[src/rtl/field_scanner.sv]
// Snapshots the packed game field on a frame request and streams it out one cell
// per valid/ready handshake in raster order, tallying snake and apple cells per frame.
module field_scanner #(
  parameter int unsigned SIZE_X     = 10,
  parameter int unsigned SIZE_Y     = 10,
  parameter int unsigned FIELD_SIZE = SIZE_X * SIZE_Y * 2,
  parameter int unsigned CELLS      = SIZE_X * SIZE_Y
) (
  input  logic                  clk,
  input  logic                  rst,
  input  logic                  start,
  input  logic [FIELD_SIZE-1:0] field,
  input  logic                  out_ready,
  output logic                  out_valid,
  output logic [1:0]            out_cell,
  output logic [7:0]            out_x,
  output logic [7:0]            out_y,
  output logic                  out_first,
  output logic                  out_last,
  output logic                  busy,
  output logic                  frame_done,
  output logic [15:0]           snake_cells,
  output logic [15:0]           apple_cells
);

  localparam int unsigned IW         = (FIELD_SIZE > 2) ? $clog2(FIELD_SIZE) : 1;
  localparam logic [7:0]  X_MAX      = 8'(SIZE_X - 1);
  localparam logic [15:0] IDX_MAX    = 16'(CELLS - 1);
  localparam logic [1:0]  CELL_SNAKE = 2'b01;
  localparam logic [1:0]  CELL_APPLE = 2'b10;

  typedef enum logic [1:0] {
    IDLE = 2'd0,
    SCAN = 2'd1,
    DONE = 2'd2
  } state_t;

  state_t                  state, state_n;
  logic [FIELD_SIZE-1:0]   shadow, shadow_n;
  logic [15:0]             idx, idx_n;
  logic [7:0]              x_n, y_n;
  logic [1:0]              cell_n;
  logic                    first_n, last_n;
  logic                    valid_n, busy_n, done_n;
  logic [15:0]             snake_run, snake_run_n;
  logic [15:0]             apple_run, apple_run_n;
  logic [15:0]             snake_n, apple_n;
  logic [15:0]             snake_inc, apple_inc;
  logic [15:0]             next_idx;
  logic [IW-1:0]           bit_off;

  // Next-state and next-output logic; all outputs are registered from these values
  always_comb begin
    state_n     = state;
    shadow_n    = shadow;
    idx_n       = idx;
    x_n         = out_x;
    y_n         = out_y;
    cell_n      = out_cell;
    first_n     = out_first;
    last_n      = out_last;
    valid_n     = 1'b0;
    busy_n      = 1'b0;
    done_n      = 1'b0;
    snake_run_n = snake_run;
    apple_run_n = apple_run;
    snake_n     = snake_cells;
    apple_n     = apple_cells;
    snake_inc   = 16'(out_cell == CELL_SNAKE);
    apple_inc   = 16'(out_cell == CELL_APPLE);
    next_idx    = idx + 16'd1;
    bit_off     = IW'({next_idx, 1'b0});

    case (state)
      IDLE: begin
        if (start) begin
          state_n     = SCAN;
          shadow_n    = field;
          idx_n       = 16'd0;
          x_n         = 8'd0;
          y_n         = 8'd0;
          cell_n      = field[1:0];
          first_n     = 1'b1;
          last_n      = (CELLS == 32'd1);
          snake_run_n = 16'd0;
          apple_run_n = 16'd0;
          valid_n     = 1'b1;
          busy_n      = 1'b1;
        end
      end

      SCAN: begin
        valid_n = 1'b1;
        busy_n  = 1'b1;
        if (out_ready) begin
          if (out_last) begin
            // Final cell: publish totals including this cell, present no wrap
            state_n = DONE;
            valid_n = 1'b0;
            done_n  = 1'b1;
            snake_n = snake_run + snake_inc;
            apple_n = apple_run + apple_inc;
            idx_n   = 16'd0;
            x_n     = 8'd0;
            y_n     = 8'd0;
            cell_n  = 2'b00;
            first_n = 1'b0;
            last_n  = 1'b0;
          end else begin
            snake_run_n = snake_run + snake_inc;
            apple_run_n = apple_run + apple_inc;
            idx_n       = next_idx;
            if (out_x == X_MAX) begin
              x_n = 8'd0;
              y_n = out_y + 8'd1;
            end else begin
              x_n = out_x + 8'd1;
            end
            cell_n  = shadow[bit_off +: 2];
            first_n = 1'b0;
            last_n  = (next_idx == IDX_MAX);
          end
        end
      end

      DONE: begin
        state_n = IDLE;
      end

      default: begin
        state_n = IDLE;
      end
    endcase
  end

  // State and output registers; reset aborts any frame immediately
  always_ff @(posedge clk or negedge rst) begin
    if (!rst) begin
      state       <= IDLE;
      shadow      <= '0;
      idx         <= 16'd0;
      out_x       <= 8'd0;
      out_y       <= 8'd0;
      out_cell    <= 2'b00;
      out_first   <= 1'b0;
      out_last    <= 1'b0;
      out_valid   <= 1'b0;
      busy        <= 1'b0;
      frame_done  <= 1'b0;
      snake_run   <= 16'd0;
      apple_run   <= 16'd0;
      snake_cells <= 16'd0;
      apple_cells <= 16'd0;
    end else begin
      state       <= state_n;
      shadow      <= shadow_n;
      idx         <= idx_n;
      out_x       <= x_n;
      out_y       <= y_n;
      out_cell    <= cell_n;
      out_first   <= first_n;
      out_last    <= last_n;
      out_valid   <= valid_n;
      busy        <= busy_n;
      frame_done  <= done_n;
      snake_run   <= snake_run_n;
      apple_run   <= apple_run_n;
      snake_cells <= snake_n;
      apple_cells <= apple_n;
    end
  end

endmodule

[config.mk]
export PLATFORM = sky130hd
export DESIGN_NAME = field_scanner
export DESIGN_NICKNAME = d
export VERILOG_FILES = /design/src/rtl/field_scanner.sv
export SDC_FILE = /design/constraint.sdc
export NUM_CORES = 1
export LEC_CHECK = 0
export ABC_AREA = 1
export ABC_CLOCK_PERIOD_IN_PS = 2200
export CORE_MARGIN = 5
export CORE_UTILIZATION = 58
export DETAILED_ROUTE_END_ITERATION = 12
export DONT_BUFFER_PORTS = 1
export HOLD_SLACK_MARGIN = 0.03
export PLACE_DENSITY = 0.81
export REMOVE_ABC_BUFFERS = 1
export SYNTH_ARGS = -nofsm -noshare
export SYNTH_HDL_FRONTEND = slang
export SYNTH_SLANG_ARGS = --single-unit
export TNS_END_PERCENT = 10
[constraint.sdc]
create_clock -name clk -period 2.2 [get_ports clk]
set_input_delay 0.55 -clock clk [delete_from_list [all_inputs] [get_ports clk]]
set_output_delay 0.55 -clock clk [all_outputs]
set_load 0.02 [all_outputs]
==> results.json <==
{
  "synth.area.top_cells": "dfrtp_1 (52%), nand2_1 (16%), o21ai_0 (7.3%)",
  "h-tree-depth": 2,
  "crit_required_ns": 2.62,
  "violations": "negative hold slack",
  "fin_util_pct": 65.7,
  "grt_antenna_before_repair": 0,
  "worstSkewPairLatency_ns": 0.51,
  "seq_area_frac_synth_pct": 52.1,
  "ioPinCount": 259,
  "cts_sinks": 305,
  "ir_worst_vdd_uv": 982,
  "num-nets-final": 2059,
  "cts_tree": "built",
  "stdcell_count": 2200,
  "grt_use_total_pct": 26.3,
  "synth_enable_flop_cells": 0,
  "slew_headroom_pct": 48.1,
  "finalSetupViolCount": 0,
  "dieHeight_um": 169,
  "start_util_pct": 58.5,
  "clock_skew_ns": 0.0188,
  "place_congestion": 0.886,
  "root_buffer": "clkbuf_16",
  "syn_to_final_growth_pct": 12.4,
  "netlist.area_leader.share_pct": 52.1,
  "ant_nets": 0,
  "die_area_mm2": 0.0285,
  "totalPowerFinal_uw": 24100,
  "hold_viol_final": 305,
  "syn_area_mm2": 0.0146,
  "n_antenna_cell": 0,
  "drive_gt1_share_pct": 7.65,
  "synth_cell_types": 38,
  "cts-buffers-inserted": 34,
  "via_per_inst": 5.63,
  "timing.hold.ws_ns": -0.256,
  "core_mm2": 0.0250,
  "post-place-cells": 2135,
  "netlist_top_cells_count": "nand2_1 (610), dfrtp_1 (305), inv_1 (224), o21ai_0 (213), nand3_1 (175)",
  "dpl.hpwl_mm": 25.0,
  "endpoint_kind": "flop",
  "ys_ff_latch": 305,
  "synth_most_common_cell": "nand2_1",
  "grt_pass1_wl_mm": 61.6,
  "min_period_ns": 2.12,
  "critPathLaunchType": "flop",
  "powerDensity_mw_per_mm2": 1460,
  "avgSynthCellArea_um2": 7.86,
  "path_class": "reg2reg",
  "tightest_slew_ns": 0.778,
  "grt_pass1_vias": 12399,
  "io_buffers": 0,
  "vias": 12380,
  "cts_max_path_buffers": 3,
  "critPathArrivalTime_ns": 2.54,
  "first_iter_violations": 1378,
  "cts.clk_slew.worst_paths_ns": 0.06,
  "async_flop_share_pct": 100,
  "p_leak_uw": 0.00800,
  "yosys_warnings": 0,
  "fin_crit_sh_pct": 96.5,
  "dr.pass1.iters": 6,
  "finalWirelength_mm": 37.8,
  "postSynthCellCount": 1861,
  "hp-class": "in2async",
  "post_drt_wl_per_cell_um": 17.2,
  "timing.fmax_mhz": 471,
  "tns_ns": 0,
  "core.rowCount": 58,
  "gr-total-overflow": 0,
  "slew_violations": 0,
  "drcViolationCount": 0,
  "chipWidth_um": 169,
  "synth_largest_area_cell": "dfrtp_1",
  "grt_max_degree": 306,
  "synth-main-ff-cell": "dfrtp_1",
  "worstPathMaxFanout": 29,
  "maxCapViolCount": 0,
  "outcome": "finished, violations left"
}
==> routing by layer <==
| metal | share of wire, % | vias up | GRT usage (%) |
|---|---|---|---|
| li1 | - | 5850 | - |
| met1 | 41 | 5870 | 36.6 |
| met2 | 47 | 560 | 41.2 |
| met3 | 8.3 | 100 | 5.23 |
| met4 | 3.5 | 0 | 9.77 |
| met5 | 0 | - | 0 |
==> critical path, stage by stage (launching register included) <==
cell and delay, ns:
dfrtp_4 0.50, buf_16 0.19, nand3_2 0.10, inv_1 0.10, nand2_1 0.10, nand2_4 0.14, inv_4 0.12, nor2_1 0.17
nand2_1 0.08, nor2_1 0.14, nor2_1 0.07, nand2_1 0.08, nand3_1 0.10, a21oi_1 0.13
==> per-stage QoR <==
stage / area (um2) / hold slack, ns / setup slack (ns)
final: 16400 / -0.256 / 0.0761
after global routing: 16400 / -0.275 / -0.0423
after CTS: 16300 / -0.270 / 0.0115
after detailed placement: 15100 / 0.261 / -0.0359
after global placement: 15100 / 0.261 / 0.0108
after floorplan: 14200 / 0.254 / -5.19
==> report_power, final <==
part           leakage, uW  switching, uW  total [uW]  internal, uW
Sequential         0.00390           1080        8760          7680
Clock             0.000557           2190        5740          3550
Combinational      0.00354           6030        9580          3550
==> cell families (layout without fill, tap and decap cells) <==
group	Yosys count	count (layout)	share of synthesized area, %
AO/OA/AOI/OAI	285	285	10.4
XOR/XNOR	36	36	2.21
adder cells (fa/ha/maj)	9	9	0.769
buffers and inverters	328	337	8.82
flip-flops	305	305	52.1
AND/OR/NAND/NOR	898	898	25.7
==> placed cells by master, fill, tap and decap left out, types with 18 or more instances in the layout <==
master     Yosys  routed
clkbuf_16      0      35
xor2_1        34      34
o211ai_1      21      21
nand3_1      175     168
o22ai_1       18      18
nand2_1      610     609
a21oi_1       26      24
inv_1        224     223
nor2_1        64      63
buf_4          3      34
o21ai_0      213     212
dfrtp_1      305     303
==> flip-flops by register name, indices dropped and copies added, names as in the netlist <==
register and flops:
snake_cells 16, out_y 8, out_first 1, apple_cells 16, busy 1, out_cell 2, frame_done 1, snake_run 16
out_x 8, out_valid 1, idx 16, apple_run 16, shadow 200, out_last 1, state 2
==> final cells by class <==
| class | instances | area [um2] |
|---|---|---|
| clock inverters | 6 | 109 |
| inverters | 228 | 871 |
| clock buffers | 54 | 1030 |
| multi-input cells | 1228 | 5830 |
| flip-flops and latches | 305 | 7640 |
| repair buffers | 49 | 562 |
| well taps | 330 | 413 |
| fillers | 2007 | 8590 |
==> path summary, 6_finish.rpt <==
kind,depth (start not counted),from,end,slack [ns]
max,13,idx[0],out_cell[0],0.08
min,0,rst,snake_cells[10],-0.26
max reg2reg,13,idx[0],out_cell[0],0.08
min reg2reg,2,shadow[175],shadow[175],0.48
max in group asynchronous,0,rst,shadow[13],1.98
min in group clk,2,field[167],shadow[167],0.15
==> repair_timing <==
item,in CTS,in global routing
gates resized for setup,5,21
pin swaps,0,3
hold endpoints to repair,305,305
endpoints found under the setup margin,2,17
cloned,1,0
buffers inserted,0,4
(Power assumes the default switching activity.)
